--- src/rtl/hack_cpu_core.sv ---
// Multi-cycle Hack CPU control/datapath with valid/ready ROM and RAM ports.
// Define HACK_CPU_INSTRET_EN to add the retired-instruction counter port instret_o.

module hack_alu (
   input  logic [15:0] x_i,
   input  logic [15:0] y_i,
   input  logic        zx_i,
   input  logic        nx_i,
   input  logic        zy_i,
   input  logic        ny_i,
   input  logic        f_i,
   input  logic        no_i,
   output logic [15:0] out_o,
   output logic        zr_o,
   output logic        ng_o
);
   logic [15:0] x_d, y_d, r_d;

   always_comb begin
      x_d = zx_i ? 16'h0000 : x_i;
      x_d = nx_i ? ~x_d : x_d;
      y_d = zy_i ? 16'h0000 : y_i;
      y_d = ny_i ? ~y_d : y_d;
      r_d = f_i ? (x_d + y_d) : (x_d & y_d);
      out_o = no_i ? ~r_d : r_d;
   end

   assign zr_o = (out_o == 16'h0000);
   assign ng_o = out_o[15];
endmodule

module hack_inc16 (
   input  logic [15:0] in_i,
   output logic [15:0] out_o
);
   assign out_o = in_i + 16'd1;
endmodule

// state   | meaning
// FETCH   | instr_req high, wait for instr_valid, latch IR
// MREAD   | mem_re high at A, wait for mem_ready, latch M
// EXEC    | one cycle: ALU result to A/D, PC update, maybe start write
// MWRITE  | mem_we high at old A, wait for mem_ready
module hack_cpu_core #(
   parameter int                ADDR_W   = 15,
   parameter logic [ADDR_W-1:0] RESET_PC = '0
) (
   input  logic              clk_i,
   input  logic              reset_i,
   output logic              instr_req_o,
   output logic [ADDR_W-1:0] instr_addr_o,
   input  logic              instr_valid_i,
   input  logic [15:0]       instr_data_i,
   output logic              mem_re_o,
   output logic              mem_we_o,
   output logic [ADDR_W-1:0] mem_addr_o,
   output logic [15:0]       mem_wdata_o,
   input  logic [15:0]       mem_rdata_i,
   input  logic              mem_ready_i,
`ifdef HACK_CPU_INSTRET_EN
   output logic [31:0]       instret_o,
`endif
   output logic [ADDR_W-1:0] pc_out_o
);
   typedef enum logic [1:0] {S_FETCH, S_MREAD, S_EXEC, S_MWRITE} state_t;

   state_t            state_q;
   logic [15:0]       a_q, d_q, ir_q, m_q, mem_wdata_q;
   logic [ADDR_W-1:0] pc_q, mem_addr_q, pc_d;
   logic              instr_req_q, mem_re_q, mem_we_q;

   logic        is_c, dst_a, dst_d, dst_m, jump;
   logic [15:0] alu_out, inc_out;
   logic        alu_zr, alu_ng;
   logic        unused_inc;

   assign is_c  = ir_q[15];
   assign dst_a = is_c & ir_q[5];
   assign dst_d = is_c & ir_q[4];
   assign dst_m = is_c & ir_q[3];
   assign jump  = is_c & ((ir_q[2] & alu_ng) | (ir_q[1] & alu_zr) |
                          (ir_q[0] & ~alu_ng & ~alu_zr));

   hack_alu u_alu (
      .x_i   (d_q),
      .y_i   (ir_q[12] ? m_q : a_q),
      .zx_i  (ir_q[11]),
      .nx_i  (ir_q[10]),
      .zy_i  (ir_q[9]),
      .ny_i  (ir_q[8]),
      .f_i   (ir_q[7]),
      .no_i  (ir_q[6]),
      .out_o (alu_out),
      .zr_o  (alu_zr),
      .ng_o  (alu_ng)
   );

   hack_inc16 u_inc (
      .in_i  (16'(pc_q)),
      .out_o (inc_out)
   );

   // Truncating the incrementer output gives the modulo-2^ADDR_W PC wrap.
   assign unused_inc = inc_out[15];
   assign pc_d = jump ? a_q[ADDR_W-1:0] : inc_out[ADDR_W-1:0];

   always_ff @(posedge clk_i) begin
      if (reset_i) begin
         state_q     <= S_FETCH;
         a_q         <= '0;
         d_q         <= '0;
         pc_q        <= RESET_PC;
         ir_q        <= '0;
         m_q         <= '0;
         instr_req_q <= 1'b1;
         mem_re_q    <= 1'b0;
         mem_we_q    <= 1'b0;
         mem_addr_q  <= '0;
         mem_wdata_q <= '0;
      end else begin
         case (state_q)
            S_FETCH: begin
               if (instr_valid_i) begin
                  ir_q        <= instr_data_i;
                  instr_req_q <= 1'b0;
                  if (instr_data_i[15] && instr_data_i[12]) begin
                     state_q    <= S_MREAD;
                     mem_re_q   <= 1'b1;
                     mem_addr_q <= a_q[ADDR_W-1:0];
                  end else begin
                     state_q <= S_EXEC;
                  end
               end
            end
            S_MREAD: begin
               if (mem_ready_i) begin
                  m_q        <= mem_rdata_i;
                  mem_re_q   <= 1'b0;
                  mem_addr_q <= '0;
                  state_q    <= S_EXEC;
               end
            end
            S_EXEC: begin
               pc_q <= pc_d;
               if (!is_c) a_q <= {1'b0, ir_q[14:0]};
               else if (dst_a) a_q <= alu_out;
               if (dst_d) d_q <= alu_out;
               // Write address is the pre-instruction A, even if A is also a destination.
               if (dst_m) begin
                  mem_we_q    <= 1'b1;
                  mem_addr_q  <= a_q[ADDR_W-1:0];
                  mem_wdata_q <= alu_out;
                  state_q     <= S_MWRITE;
               end else begin
                  instr_req_q <= 1'b1;
                  state_q     <= S_FETCH;
               end
            end
            S_MWRITE: begin
               if (mem_ready_i) begin
                  mem_we_q    <= 1'b0;
                  mem_addr_q  <= '0;
                  instr_req_q <= 1'b1;
                  state_q     <= S_FETCH;
               end
            end
            default: begin
               state_q     <= S_FETCH;
               instr_req_q <= 1'b1;
               mem_re_q    <= 1'b0;
               mem_we_q    <= 1'b0;
               mem_addr_q  <= '0;
            end
         endcase
      end
   end

`ifdef HACK_CPU_INSTRET_EN
   logic [31:0] instret_q;

   always_ff @(posedge clk_i) begin
      if (reset_i) instret_q <= '0;
      else if ((state_q == S_EXEC && !dst_m) || (state_q == S_MWRITE && mem_ready_i))
         instret_q <= instret_q + 32'd1;
   end

   assign instret_o = instret_q;
`endif

   assign instr_req_o  = instr_req_q;
   assign instr_addr_o = pc_q;
   assign mem_re_o     = mem_re_q;
   assign mem_we_o     = mem_we_q;
   assign mem_addr_o   = mem_addr_q;
   assign mem_wdata_o  = mem_wdata_q;
   assign pc_out_o     = pc_q;
endmodule

--- config.mk ---
export PLATFORM = sky130hd
export DESIGN_NAME = hack_cpu_core
export DESIGN_NICKNAME = d
export VERILOG_FILES = /design/src/rtl/hack_cpu_core.sv
export SDC_FILE = /design/constraint.sdc
export NUM_CORES = 1
export LEC_CHECK = 0
export CAP_MARGIN = 20
export CORE_MARGIN = 1.5
export CORE_UTILIZATION = 55
export DETAILED_ROUTE_END_ITERATION = 8
export PLACE_DENSITY = 0.87
export SETUP_SLACK_MARGIN = 0.5
export SLEW_MARGIN = 10
export SYNTH_ARGS = -nofsm -noshare
export SYNTH_HDL_FRONTEND = slang
export SYNTH_SLANG_ARGS = --single-unit
--- constraint.sdc ---
create_clock -name clk_i -period 6.3 [get_ports clk_i]
set_input_delay 0.63 -clock clk_i [delete_from_list [all_inputs] [get_ports clk_i]]
set_output_delay 0.63 -clock clk_i [all_outputs]
set_load 0.1 [all_outputs]
Yosys cells after proc, flatten, opt, wreduce, memory -nomap -nowiden

Cells that the tools add are included.

Output and inout bits: 64
Flip-flop bits (word level): 115
Input port bits: 36
Logic and storage cells: 88

Add/sub/neg operators: 2
Muxes and demuxes: 31
Eq/ne operators: 11
Bitwise gates (word level): 16
Reduce and logical (&&, ||, !) cells: 17

Operator list:

| cell                  | count |
|---|---|
| $mux 16               | 9 |
| $mux 15               | 5 |
| $not 16->16           | 3 |
| $pmux 15 s3           | 1 |
| $add 16x16->16        | 1 |
| $and 16x16->16        | 1 |
| $logic_not 16->1      | 1 |
| $add 15x1->15 const B | 1 |
| $ne 2x2->1 const B    | 6 |
| $reduce_and 4->1      | 3 |
| $mux 2                | 5 |
| $reduce_and 2->1      | 5 |
| $and 1x1->1           | 8 |
| $pmux 2 s4            | 1 |
| $mux 1                | 7 |
| $reduce_and 3->1      | 2 |
| $eq 2x2->1 const B    | 2 |
| $ne 2x1->1 const B    | 2 |
| $pmux 1 s2            | 2 |
| $reduce_bool 2->1     | 2 |
| $pmux 1 s3            | 1 |
| $reduce_bool 3->1     | 1 |
| $eq 2x1->1 const B    | 1 |
| $logic_not 2->1       | 1 |
| 4 further kinds       | 6 |

Longest topological paths before layout

Depth after elaboration: 14
Gate-level depth with buffers: 19
Mapped depth without buffers: 16

Modules after synthesis

From an unflattened synthesis, not the netlist that was laid out.

Cell total of the unflattened synthesis: 887
Area total of the unflattened synthesis: 7073.0 sq um

Modules (own cells, without submodules):

| module        | seq. area each (sq um) | times used | area each (sq um) | cells an instance |
|---|---|---|---|---|
| hack_cpu_core | 2302.2                 | 1          | 4867.2            | 579 |
| hack_alu      | 0.0                    | 1          | 1930.6            | 271 |
| hack_inc16    | 0.0                    | 1          | 275.3             | 37 |

Worst setup path before layout

No wires, ideal clock.

Kind: flip-flop to flip-flop
Start: reg ir_q[12]
End: reg pc_q[12], in the netlist instr_addr_o[12]
Path buffers: 3
Data required time: 6.168 ns
Path slack: 1.678 ns
Period minus slack after synthesis: 4.622 ns
Stages on the path, launching flop included: 19
Arrival time: 4.489 ns
Library setup time: 0.132 ns
Path through: dfxtp_1 > clkbuf_1 > clkbuf_1 > mux2i_1 > nor2_1 > xor2_1 > ha_1 > a21oi_1 > o21ai_2 > a311o_1 > a41oi_1 > xor2_1 > or4b_1 > nor4_2 > a31oi_1 > o21ai_4 > buf_6 > a2bb2oi_1 > a31oi_1

Longest elaborated chain between the ends: 14
Elaborated cells between the ends (all ways): 20
Those cells by class: add/sub: 1; mux: 6; bitwise: 12; reduce/logical: 1

Ends and longest elaborated chain:

| what                                             | RTL line | text |
|---|---|---|
| start: declaration                               | 68       | `logic [15:0] a_q, d_q, ir_q, m_q, mem_wdata_q;` |
| start signal: assignment                         | 124      | `ir_q <= instr_data_i;` |
| $mux 16 *                                        | 86       | `.y_i (ir_q[12] ? m_q : a_q),` |
| $mux 16 *                                        | 22       | `y_d = zy_i ? 16'h0000 : y_i;` |
| $not 16->16                                      | 23       | `y_d = ny_i ? ~y_d : y_d;` |
| $mux 16 *                                        | 23       |  |
| $add 16x16->16 or $and 16x16->16 (tied branches) | 24       | `r_d = f_i ? (x_d + y_d) : (x_d & y_d);` |
| $mux 16 *                                        | 24       |  |
| $not 16->16                                      | 25       | `out_o = no_i ? ~r_d : r_d;` |
| $mux 16 *                                        | 25       |  |
| $logic_not 16->1 or $not 1->1 (tied branches)    | 28, 82   |  |
| $and 1x1->1 (tied with other cells)              | 81       | `assign jump = is_c & ((ir_q[2] & alu_ng) \| (ir_q[1] & alu_zr) \|` |
| $or 1x1->1 or $and 1x1->1 (tied branches)        | 81, 82   |  |
| $or 1x1->1 *                                     | 81       |  |
| $and 1x1->1 *                                    | 81       |  |
| $mux 15 *                                        | 105      | `assign pc_d = jump ? a_q[ADDR_W-1:0] : inc_out[ADDR_W-1:0];` |
| end signal: assignment                           | 144      | `pc_q <= pc_d;` |
| end: declaration                                 | 69       | `logic [ADDR_W-1:0] pc_q, mem_addr_q, pc_d;` |

Every way passes the cells marked *; elsewhere a longest branch is shown, timed or not.
A chain may end at the register's enable or synchronous reset.

Worst setup path in the final report

Start: reg ir_q[12]
End: reg pc_q[1], in the netlist instr_addr_o[1]

The elaborated chain is that of the path after synthesis.

==> report_table.html <==
<table>
<tr><th>Metric</th><th>Value</th></tr>
<tr><th colspan="2">Routing</th></tr>
<tr><td>M1 wire length</td><td>7.747 mm</td></tr>
<tr><td>Uppermost layer routed</td><td>met4</td></tr>
<tr><td>Number of nets with antenna violations after routing</td><td>0</td></tr>
<tr><td>Initial detailed-routing violation count</td><td>736</td></tr>
<tr><td>Via total after detailed routing</td><td>6736</td></tr>
<tr><td>DRC violations left</td><td>0</td></tr>
<tr><td>Count of TritonRoute iterations in the first routing pass</td><td>5</td></tr>
<tr><td>Total Routed Length</td><td>19.23 mm</td></tr>
<tr><td>Detailed-routed wire length on met3</td><td>1.398 mm</td></tr>
<tr><td>Per-cell via count in the routed design</td><td>6.197</td></tr>
<tr><td>Total length of routed met2 wires</td><td>9.182 mm</td></tr>
<tr><td>Wirelength per Cell</td><td>17.69 um</td></tr>
<tr><th colspan="2">Floorplanning</th></tr>
<tr><td>Core Area</td><td>12010 um^2</td></tr>
<tr><td>Standard-cell rows</td><td>40</td></tr>
<tr><td>Die span in y</td><td>113.8 um</td></tr>
<tr><td>Initial core utilization</td><td>56.22%</td></tr>
<tr><td>Die Wd</td><td>113.8 um</td></tr>
<tr><td>Floorplan die area</td><td>12950 um^2</td></tr>
<tr><td>Boundary Pins</td><td>100</td></tr>
<tr><th colspan="2">Synthesis</th></tr>
<tr><td>Post-Syn Nets</td><td>932</td></tr>
<tr><td>Post-synthesis area per instance</td><td>7.691 um^2</td></tr>
<tr><td>Yosys cell types</td><td>63</td></tr>
<tr><td>Sequential area share after synthesis</td><td>34.09%</td></tr>
<tr><td>Post-synthesis instance area</td><td>6753 um^2</td></tr>
<tr><td>Post-synthesis register bit count</td><td>115</td></tr>
<tr><td>Commonest cells post-synth</td><td>sky130_fd_sc_hd__nand2_1, sky130_fd_sc_hd__dfxtp_1, sky130_fd_sc_hd__a21oi_1</td></tr>
<tr><td>Commonest register cell after synthesis</td><td>sky130_fd_sc_hd__dfxtp_1</td></tr>
<tr><td>Proportion of synthesized flip-flops having asynchronous set or reset</td><td>0%</td></tr>
<tr><td>Proportion of netlist area held by the largest area contributor</td><td>34.09%</td></tr>
<tr><td>Number of enable flip-flop cells after synthesis</td><td>0</td></tr>
<tr><td>Cell accounting for the most synthesized area</td><td>sky130_fd_sc_hd__dfxtp_1</td></tr>
<tr><td>Cell count after synthesis</td><td>878</td></tr>
<tr><td>Most area-consuming cells after synthesis</td><td>sky130_fd_sc_hd__dfxtp_1, sky130_fd_sc_hd__nand2_1, sky130_fd_sc_hd__a21oi_1</td></tr>
<tr><td>Count of yosys warnings during synthesis</td><td>0</td></tr>
<tr><td>Top-count cell post-synth</td><td>sky130_fd_sc_hd__nand2_1</td></tr>
<tr><th colspan="2">Timing</th></tr>
<tr><td>Crit path setup slack, layout</td><td>0.9711 ns</td></tr>
<tr><td>Final Hold Vio Count</td><td>0</td></tr>
<tr><td>Final clock skew</td><td>0.008478 ns</td></tr>
<tr><td>Setup repair after global routing missed its margin</td><td>false</td></tr>
<tr><td>Worst hold slack</td><td>0.4537 ns</td></tr>
<tr><td>Crit share post-route</td><td>84.59%</td></tr>
<tr><td>Setup total negative slack</td><td>0 ns</td></tr>
<tr><td>Min cycle time layout</td><td>5.329 ns</td></tr>
<tr><td>Number of endpoints failing setup at the final stage</td><td>0</td></tr>
<tr><td>Highest clock rate</td><td>187.7 MHz</td></tr>
<tr><td>Actual transition at the worst max-transition pin</td><td>1.004 ns</td></tr>
<tr><td>Final count of pins violating max slew</td><td>0</td></tr>
<tr><td>Relative slew margins</td><td>33.05%</td></tr>
<tr><th colspan="2">Worst setup path</th></tr>
<tr><td>Signal arrival time at the worst endpoint</td><td>5.65 ns</td></tr>
<tr><td>Worst EP required</td><td>6.62 ns</td></tr>
<tr><td>Critical path endpoint category</td><td>register</td></tr>
<tr><td>Slowest stage delay, CP</td><td>0.74 ns</td></tr>
<tr><td>Slowest CP cell</td><td>sky130_fd_sc_hd__o21ai_4</td></tr>
<tr><td>Max Fanout on Critical Path</td><td>36</td></tr>
<tr><td>Type of element launching the critical path</td><td>register</td></tr>
<tr><td>Worst-path cell chain</td><td>buf_4, mux2i_1, nor2_1, xor2_1, ha_1, fa_1, a211oi_1, nor2_1, o31ai_1, xor2_1, nor3_1, or4b_1, nor4_2, a31oi_1, o21ai_4, mux2i_1, a211oi_1</td></tr>
<tr><td>Class of the most critical setup path</td><td>reg2reg</td></tr>
<tr><th colspan="2">CTS</th></tr>
<tr><td>Clk pin slew, worst setup/hold paths</td><td>0.06 ns</td></tr>
<tr><td>Number of levels in the clock H-tree</td><td>4</td></tr>
<tr><td>Number of clock sinks</td><td>115</td></tr>
<tr><td>Number of buffers on the longest clock path</td><td>2</td></tr>
<tr><td>Number of resized instances in the post-cts repair step</td><td>0</td></tr>
<tr><td>Hold-fix buffers, CTS</td><td>0</td></tr>
<tr><td>Latest clock arrival within the worst-skew pair</td><td>0.42 ns</td></tr>
<tr><td>Total clock buffers created by CTS</td><td>17</td></tr>
<tr><td>Buffer type at the clock tree root</td><td>sky130_fd_sc_hd__clkbuf_16</td></tr>
<tr><td>Post-CTS setup-driven buffer insertion count</td><td>0</td></tr>
<tr><td>TritonCTS clock tree</td><td>done</td></tr>
<tr><th colspan="2">Pwr</th></tr>
<tr><td>Static leakage</td><td>0.003110 uW</td></tr>
<tr><td>Peak ir drop on the vdd network</td><td>154.1 uV</td></tr>
<tr><td>Total power per unit cell area</td><td>264.8 nW/um^2</td></tr>
<tr><th colspan="2">Cells and area</th></tr>
<tr><td>Area Overhead vs Synth</td><td>22.07%</td></tr>
<tr><td>Fin nets</td><td>982</td></tr>
<tr><td>Cell area after layout</td><td>8243 um^2</td></tr>
<tr><td>Final antenna diode count</td><td>0</td></tr>
<tr><td>Number of filler cells placed in the layout</td><td>936</td></tr>
<tr><td>Fraction of layout instances using a drive strength above 1</td><td>5.957%</td></tr>
<tr><th colspan="2">Global routing</th></tr>
<tr><td>Global-route wire length before repair</td><td>30.29 mm</td></tr>
<tr><td>Largest net degree at the start of global routing</td><td>78</td></tr>
<tr><td>Antenna violations before repair</td><td>0</td></tr>
<tr><td>Overall routing resource usage</td><td>29.89%</td></tr>
<tr><td>Vias in the first global route</td><td>6126</td></tr>
<tr><td>Overall overflow remaining after global route</td><td>0</td></tr>
<tr><th colspan="2">Run status</th></tr>
<tr><td>Status</td><td>complete, no violations</td></tr>
<tr><th colspan="2">Placement</th></tr>
<tr><td>Final HPWL DP</td><td>12.72 mm</td></tr>
<tr><td>Final weighted congestion of routability-driven global placement</td><td>0.9482</td></tr>
<tr><td>Pre-CTS WS</td><td>1.226 ns</td></tr>
<tr><td>Number of port buffers</td><td>99</td></tr>
<tr><td>Placed cell area</td><td>7627 um^2</td></tr>
<tr><th colspan="2">Hold path</th></tr>
<tr><td>Hold Crit Class</td><td>reg2reg</td></tr>
<tr><th colspan="2">Job</th></tr>
<tr><td>Total of max-cap violations</td><td>0</td></tr>
</table>
==> cells in the final DEF, fill, tap and decap left out, types with 3 or more instances in the layout <==
cell | synthesis | final
sky130_fd_sc_hd__nand2_1 | 153 | 153
sky130_fd_sc_hd__dfxtp_1 | 115 | 115
sky130_fd_sc_hd__clkdlybuf4s50_1 | 0 | 98
sky130_fd_sc_hd__a21oi_1 | 97 | 97
sky130_fd_sc_hd__nor2_1 | 88 | 87
sky130_fd_sc_hd__xnor2_1 | 33 | 33
sky130_fd_sc_hd__mux2i_1 | 33 | 33
sky130_fd_sc_hd__and3_1 | 30 | 30
sky130_fd_sc_hd__a211oi_1 | 25 | 25
sky130_fd_sc_hd__xor2_1 | 22 | 22
sky130_fd_sc_hd__nand2b_1 | 21 | 21
sky130_fd_sc_hd__nand3_1 | 21 | 21
sky130_fd_sc_hd__a31oi_1 | 18 | 18
sky130_fd_sc_hd__ha_1 | 17 | 17
sky130_fd_sc_hd__clkbuf_16 | 0 | 17
sky130_fd_sc_hd__o21ai_0 | 13 | 13
sky130_fd_sc_hd__nand3b_1 | 12 | 12
sky130_fd_sc_hd__a2bb2oi_1 | 11 | 11
sky130_fd_sc_hd__buf_4 | 17 | 10
sky130_fd_sc_hd__nand4_1 | 9 | 9
sky130_fd_sc_hd__a21o_1 | 7 | 7
sky130_fd_sc_hd__o211ai_1 | 7 | 7
sky130_fd_sc_hd__inv_1 | 7 | 7
sky130_fd_sc_hd__nor3_1 | 6 | 6
sky130_fd_sc_hd__nor2b_1 | 5 | 5
sky130_fd_sc_hd__or2_2 | 4 | 4
sky130_fd_sc_hd__bufinv_16 | 0 | 3
sky130_fd_sc_hd__clkinv_2 | 0 | 3
==> per-layer routing <==
layer / up-vias / track usage, %
met5: - / 0
met4: 0 / 16.92
met3: 91 / 6.111
met2: 357 / 49.48
met1: 3135 / 36.26
li1: 3153 / -
==> layout make-up <==
type / instances / area (um^2) / share of cell area (%)
clock inverters: 12 / 155.1 / 1.882
well taps: 147 / 183.9 / 2.231
inverters: 8 / 30.03 / 0.3643
flip-flops and latches: 115 / 2302 / 27.93
multi-input cells: 676 / 4046 / 49.09
repair buffers: 110 / 1072 / 13.01
clock buffers: 19 / 452.9 / 5.495
==> power breakdown <==
part           internal [uW]  switching [uW]
Combinational            141             264
Clock                    641             352
Sequential               750            34.3
==> sequential cells by signal, summed over array words and instances (netlist names), 2 cells and up <==
| register | flops |
|---|---|
| a_q | 16 |
| d_q | 16 |
| ir_q | 16 |
| m_q | 16 |
| mem_wdata_o | 16 |
| instr_addr_o | 15 |
| mem_addr_o | 15 |
| state_q | 2 |
==> worst max-delay path: cells and delay by family, from the launching register on <==
kind / cells / cell delay [ns]
muxes: 2 / 0.43
DFF: 1 / 0.30
and+or+nand+nor: 5 / 1.10
buffers and inverters: 1 / 0.31
adders and majority gates: 2 / 0.76
AOI/OAI and AO/OA: 5 / 1.96
xor gates and xnor gates: 2 / 0.34
==> stage by stage <==
stage	total power [uW]	util, %	instances
3_5_place_dp	1188	63.50	1055
2_1_floorplan	1085	-	878
4_1_cts	2180	68.56	1086
3_3_place_gp	1181	63.41	1054
6_report	2182	68.63	1087
5_1_grt	2247	68.63	1087
==> kinds of logic after synthesis <==
group	count (synthesis)	share of synthesized area, %
mux	34	5.058
xor+xnor	55	7.134
fa+ha+maj	18	3.446
compound gates	212	20.10
buf+inv	87	6.022
flops	115	34.09
simple gates	357	24.14
==> path summary, 6_finish.rpt <==
check                                    start               to  slack, ns  cells after the start
worst max-delay path                  ir_q[12]  instr_addr_o[1]       0.97                     17
worst min-delay path            mem_wdata_o[4]   mem_wdata_o[4]       0.45                      2
worst min register to register  mem_wdata_o[4]   mem_wdata_o[4]       0.45                      2
worst max register to register        ir_q[12]  instr_addr_o[1]       0.97                     17
No activity file was read; power rests on OpenSTA's default activity.
